==> src/rtl/sipo_frame_rx.sv <==
// Serial-to-parallel framing receiver: start bit, WIDTH data bits, valid/ready output.
// Define SIPO_FRAME_RX_PARITY_EN to receive a trailing even-parity bit and drive PERR.
module sipo_frame_rx #(
  parameter int WIDTH     = 8,
  parameter bit MSB_FIRST = 1'b0
) (
  input  logic             CLK,
  input  logic             RST,
  input  logic             SIN,
  input  logic             SEN,
  output logic [WIDTH-1:0] DOUT,
  output logic             DVALID,
  input  logic             DREADY,
  output logic             BUSY,
  output logic             OVERRUN,
  output logic             PERR
);

  localparam int CW = (WIDTH > 1) ? $clog2(WIDTH) : 1;
  localparam logic [CW-1:0] LAST_CNT = CW'(WIDTH - 1);

`ifdef SIPO_FRAME_RX_PARITY_EN
  typedef enum logic [1:0] {IDLE = 2'd0, DATA = 2'd1, PAR = 2'd2} state_t;

  function automatic logic parity_err(input logic [WIDTH-1:0] word, input logic par_bit);
    return (^word) ^ par_bit;
  endfunction
`else
  typedef enum logic [1:0] {IDLE = 2'd0, DATA = 2'd1} state_t;
`endif

  state_t           state_r, state_next_s;
  logic [CW-1:0]    cnt_r, cnt_next_s;
  logic [WIDTH-1:0] shift_r, shift_next_s, shifted_s, word_s;
  logic [WIDTH-1:0] dout_r;
  logic             dvalid_r, busy_r, overrun_r, perr_r;
  logic             complete_s, perr_new_s;

  // The final data bit is merged here so the word loads on the edge that samples it.
  assign shifted_s = MSB_FIRST ? {shift_r[WIDTH-2:0], SIN} : {SIN, shift_r[WIDTH-1:1]};

  // Next-state, bit counter and frame-completion decode.
  always_comb begin
    state_next_s = state_r;
    cnt_next_s   = cnt_r;
    shift_next_s = shift_r;
    complete_s   = 1'b0;
    word_s       = shift_r;
    perr_new_s   = 1'b0;
    case (state_r)
      IDLE: begin
        if (SEN && SIN) begin
          state_next_s = DATA;
          cnt_next_s   = '0;
        end else begin
          state_next_s = IDLE;
        end
      end
      DATA: begin
        if (SEN) begin
          shift_next_s = shifted_s;
          if (cnt_r == LAST_CNT) begin
            cnt_next_s = '0;
`ifdef SIPO_FRAME_RX_PARITY_EN
            state_next_s = PAR;
`else
            state_next_s = IDLE;
            complete_s   = 1'b1;
            word_s       = shifted_s;
`endif
          end else begin
            cnt_next_s = cnt_r + CW'(1);
          end
        end else begin
          state_next_s = DATA;
        end
      end
`ifdef SIPO_FRAME_RX_PARITY_EN
      PAR: begin
        if (SEN) begin
          state_next_s = IDLE;
          complete_s   = 1'b1;
          word_s       = shift_r;
          perr_new_s   = parity_err(shift_r, SIN);
        end else begin
          state_next_s = PAR;
        end
      end
`endif
      default: begin
        state_next_s = IDLE;
        cnt_next_s   = '0;
      end
    endcase
  end

  // State, shift register and output handshake registers.
  always_ff @(posedge CLK) begin
    if (RST) begin
      state_r   <= IDLE;
      cnt_r     <= '0;
      shift_r   <= '0;
      busy_r    <= 1'b0;
      dout_r    <= '0;
      dvalid_r  <= 1'b0;
      overrun_r <= 1'b0;
      perr_r    <= 1'b0;
    end else begin
      state_r <= state_next_s;
      cnt_r   <= cnt_next_s;
      shift_r <= shift_next_s;
      busy_r  <= (state_next_s != IDLE);
      if (complete_s) begin
        // A held, unaccepted word wins; the new one is dropped and flagged.
        if (dvalid_r && !DREADY) begin
          overrun_r <= 1'b1;
        end else begin
          dout_r   <= word_s;
          dvalid_r <= 1'b1;
          perr_r   <= perr_new_s;
        end
      end else if (dvalid_r && DREADY) begin
        dvalid_r <= 1'b0;
      end else begin
        dvalid_r <= dvalid_r;
      end
    end
  end

  assign DOUT    = dout_r;
  assign DVALID  = dvalid_r;
  assign BUSY    = busy_r;
  assign OVERRUN = overrun_r;
  assign PERR    = perr_r;

endmodule

==> config.mk <==
export PLATFORM = sky130hd
export DESIGN_NAME = sipo_frame_rx
export DESIGN_NICKNAME = d
export VERILOG_FILES = /design/src/rtl/sipo_frame_rx.sv
export SDC_FILE = /design/constraint.sdc
export NUM_CORES = 1
export LEC_CHECK = 0
export ABC_AREA = 1
export CORE_MARGIN = 4
export CORE_UTILIZATION = 51
export CTS_BUF_LIST = sky130_fd_sc_hd__clkbuf_4 sky130_fd_sc_hd__clkbuf_8 sky130_fd_sc_hd__clkbuf_16
export DETAILED_ROUTE_END_ITERATION = 16
export PLACE_DENSITY_LB_ADDON = 0.25
export SYNTH_ARGS = -nofsm -noshare
export SYNTH_HDL_FRONTEND = slang
export SYNTH_SLANG_ARGS = --single-unit
==> constraint.sdc <==
create_clock -name CLK -period 1.4 [get_ports CLK]
set_input_delay 0.21 -clock CLK [delete_from_list [all_inputs] [get_ports CLK]]
set_output_delay 0.21 -clock CLK [all_outputs]
set_load 0.01 [all_outputs]
* Word level (Yosys, flattened, before mapping)
Cells that the tools add are included.
Cells by class: multiplexer cells 17, reductions and logical operators 12, $add $sub $neg 1, eq/ne operators 5, bitwise gates (word level) 1
Operators by type and width (count):
- 2-to-1 mux 8 bit | 3
- AND reduction 2 bit | 5
- 2-to-1 mux 3 bit | 3
- 2-to-1 mux 1 bit | 7
- != test 2 bit (second input constant) | 3
- case mux 3 bit (2 select lines) | 1
- 2-to-1 mux 2 bit | 2
- case mux 2 bit (2 select lines) | 1
- nonzero test 2 bit | 2
- adder 3 x 1 -> 3 bit (second input constant) | 1
- equality test 3 bit (second input constant) | 1
- logical AND 1 bit | 3
- equality test 2 x 1 -> 1 bit (second input constant) | 1
- zero test 2 bit | 1
- zero test 1 bit | 1
- NOT 1 bit | 1
Word-level totals: register bits 24, word-level logic and storage cells 43, output and inout port bits 12

* Longest topological paths before layout
word-level depth 6, gate-level depth with buffers 8

* Least setup slack after synthesis
OpenSTA, ideal clock, no wires.
path type reg-to-reg, start register cnt_r[0], end register dout_r[0] (netlist: DOUT[0]), arrival time 1.134 ns, stages on the path, launching flop included 9, buffers on the path 0, slack 0.156 ns, cell sequence dfxtp_1 > ha_1 > ha_1 > nand2_1 > inv_1 > nand3_4 > nand2_1 > inv_1 > nor2_1
Between the ends: word-level cells in the longest chain between the ends 5, elaborated cells between the ends (all ways) 8
RTL lines:
- from (decl) | line 33 | logic [CW-1:0] cnt_r, cnt_next_s;
- from (signal assigned) | line 110 | cnt_r <= cnt_next_s;
- equality test 3 bit * | line 62 | if (cnt_r == LAST_CNT) begin
- 2-to-1 mux 1 bit | line 62
- 2-to-1 mux 1 bit | line 60 | if (SEN) begin
- 2-to-1 mux 1 bit | line 50 | case (state_r)
- AND reduction 2 bit (no source line)
- to (signal assigned) | line 118 | dout_r <= word_s;
- to (decl) | line 35 | logic [WIDTH-1:0] dout_r;
Mark *: on every way between the ends. The rest lies on a longest branch, timed or not. A chain may end at the register's enable or synchronous reset.

* Worst setup path in the final report
Same ends and word-level chain as after synthesis.

==> impl_metrics.json <==
{
  "power.static_leakage_nw": 0.6667,
  "commonest_non_fill_non_tap_cell_in_the_layout": "inv_1",
  "finClkSkew_ns": 0.002029,
  "postRouteWirelength_um": 1927,
  "ctsHtreeMaxLevel": 1,
  "worstSetupStartpoint": "cnt_r[0]",
  "grt.total_usage": 0.1509,
  "antenna_found_initial": 0,
  "largest_fanout_of_any_net_on_the_critical_path": 9,
  "clock-sinks": 23,
  "synthAdderAreaFrac": 0.02421,
  "p_per_area_nw_per_um2": 837.7,
  "clock_latency_ns": 0.30,
  "via_count_of_the_first_global_routing_pass": 734,
  "fmax_mhz": 753.2,
  "timing.final.max_slew_violations": 0,
  "row_count": 16,
  "drcViolationCount": 0,
  "cell_type_with_the_highest_aggregate_area_in_the_netlist": "dfxtp_1",
  "vias": 856,
  "yosys_warns": 0,
  "synth.yosys.seq_area_share": 0.4455,
  "min_period_over_period": 0.9483,
  "fill_cells": 191,
  "buffer_ports.inserted": 15,
  "cpMaxStageDelayCell": "dfxtp_2",
  "final-setup-viol-count": 0,
  "vdd_drop_max_v": 0.0005757,
  "synthesis.instances": 145,
  "cpPeakStageDelay_ns": 0.35,
  "grt_first_pass_wirelength_um": 3208,
  "final_cell_area_um2": 1281,
  "cellInternalPower_uw": 826.3,
  "timing.critical_path.to_type": "flop",
  "sw_frac_of_total": 0.2301,
  "synth.distinct_cells": 18,
  "power_frac_clock": 0.306,
  "grt_overflow_total": 0,
  "finalHoldViolCount": 0,
  "worstPathArrival_ns": 1.55,
  "worst_hold_path_type": "flop to flop",
  "initial_core_utilization": 0.5322,
  "mostFrequentLayoutCells": "30 x inv_1, 27 x nand2_1, 22 x dfxtp_1, 22 x nor2_1, 10 x nand3_1",
  "dr.pass1.iters": 4,
  "synth_compound_gate_area_share": 0.06780,
  "worstReg2RegStart": "cnt_r[0]",
  "die_w_um": 53.02,
  "route.detailed.vias_per_inst": 4.435,
  "critical_path.most_common_cell": "ha_1",
  "synth_top_family_by_area": "simple AND/OR/NAND/NOR gates",
  "cts.root.buffer_cell": "clkbuf_4",
  "timing.critical_path.cells": "ha_1, ha_1, nand2_2, inv_2, nand3_4, nand2_1, inv_1, nor2_1",
  "finalWeightedCongestion": 0.7751,
  "cts.clk_slew.worst_paths_ns": 0.13,
  "synth_xor_area_frac": 0,
  "cts_made_buffers": 3,
  "area_share_of_the_largest_cell_type_after_synthesis": 0.4455,
  "clk_path_buf_depth": 2,
  "die_area_um2": 2811,
  "postRouteAntennaNets": 0,
  "p_comb_frac": 0.069,
  "wire_per_inst_um": 9.984,
  "synth.ff_latch_count": 23,
  "pre_cts_slack_ns": -0.04294,
  "design.final.nets": 174,
  "critical_path_class": "flop to flop",
  "crit_required_ns": 1.62,
  "timing.critical_path.from_type": "flop",
  "synthTopCellsByArea": "dfxtp_1 45%, inv_1 11%, nand2_1 10%, nor2_1 8.0%, nand3_1 5.3%",
  "floorplan.io_pins": 17,
  "hold-worst-slack_ns": 0.4810,
  "power.share.sequential": 0.625,
  "worstHoldStart": "OVERRUN",
  "yosys-mux-area-fraction": 0,
  "finalCoreUtilization": 0.6598,
  "power_switching_uw": 247.0,
  "area_growth_syn_to_layout_pct": 23.97,
  "worst_slack_ns": 0.07237,
  "maximum_number_of_pins_on_one_net_before_global_route_repair": 16,
  "drive_above_1_share": 0.1205,
  "drt_iter0_drc": 14,
  "placedInstanceArea_um2": 1249,
  "num_antenna_cells": 0,
  "cts_tree": "yes",
  "synth-simple-area-share": 0.3172,
  "die_h_um": 53.02,
  "totalPowerFinal_mw": 1.073,
  "status": "complete, no violations",
  "cap_viol_max_count": 0,
  "core_region_area_um2": 1942,
  "place_hpwl_um": 1392,
  "shortest_clock_period_the_worst_path_allows_after_layout_ns": 1.328,
  "avg_cell_area_syn_um2": 7.128,
  "post_synth_instance_area_um2": 1033
}
-- state kept, by name, summed over array words and instances (netlist names) --
name	flops
cnt_r	3
BUSY	1
DVALID	1
DOUT	8
shift_r	7
state_r	2
OVERRUN	1
-- path summary, 6_finish.rpt --
check                                to  slack, ns  cells past startpoint
worst max-delay path            DOUT[0]       0.07                      8
worst min-delay path            OVERRUN       0.48                      2
worst max register to register  DOUT[0]       0.07                      8
worst min register to register  OVERRUN       0.48                      2
-- final cells by class --
class / count / area, um^2 / share of cell area
Inverter: 33 / 123.9 / 0.09668
Sequential cell: 23 / 461.7 / 0.3604
Clock buffer: 4 / 30.03 / 0.02344
Tap cell: 27 / 33.78 / 0.02637
Timing Repair Buffer: 20 / 193.9 / 0.1514
Multi-Input combinational cell: 86 / 437.9 / 0.3418
-- metal layers --
metal,global-route usage,share of wire,vias up
li1,-,-,469
met1,0.1979,0.46,374
met2,0.2479,0.49,11
met3,0.02535,0.036,2
met4,0.05106,0.0062,0
met5,0,0,-
-- critical path, delay by kind of cell, from the launching register on --
family | cells | cell delay (ns)
adders and majority gates | 2 | 0.39
buffers and inverters | 2 | 0.13
DFF | 1 | 0.35
and+or+nand+nor | 4 | 0.37
-- power groups by stage --
| stage | Clock [mW] | Sequential, mW | Combinational, mW |
|---|---|---|---|
| after global routing | 0.362 | 0.673 | 0.0837 |
| after global placement | 0 | 0.685 | 0.0719 |
| final | 0.328 | 0.671 | 0.0737 |
| after detailed placement | 0 | 0.686 | 0.0733 |
| after CTS | 0.333 | 0.671 | 0.0737 |
| after floorplan | 0 | 0.685 | 0.0441 |
-- cell usage after synthesis --
master,instances
o21ai_0,7
buf_2,3
a21oi_1,7
conb_1,1
nor2_8,1
nand4_1,1
nor2_1,22
nand3_4,1
inv_1,31
ha_1,2
inv_2,2
dfxtp_1,23
nand2_4,1
nand3b_1,1
buf_4,1
nor2_4,2
nand3_1,11
nand2_1,28
-- stage by stage --
stage / cells / TNS (ns)
CTS: 193 / 0
finish: 193 / 0
global route: 193 / -0.02834
floorplan: 146 / 0
detailed placement: 189 / -0.1773
global placement: 189 / 0
-- logic make-up (layout without fill, tap and decap cells) --
family / count (synthesis) / after routing
AOI/OAI and AO/OA: 14 / 14
adders and majority gates: 2 / 2
buffers and inverters: 37 / 57
DFF: 23 / 23
other: 1 / 2
and+or+nand+nor: 68 / 68
-- timing repair --
item,4_1_cts,5_1_grt
hold buffers,0,0
setup endpoints to repair,9,10
gates resized for setup,9,6
pin swaps,0,1
setup buffers,0,0
(Power assumes the default switching activity.)
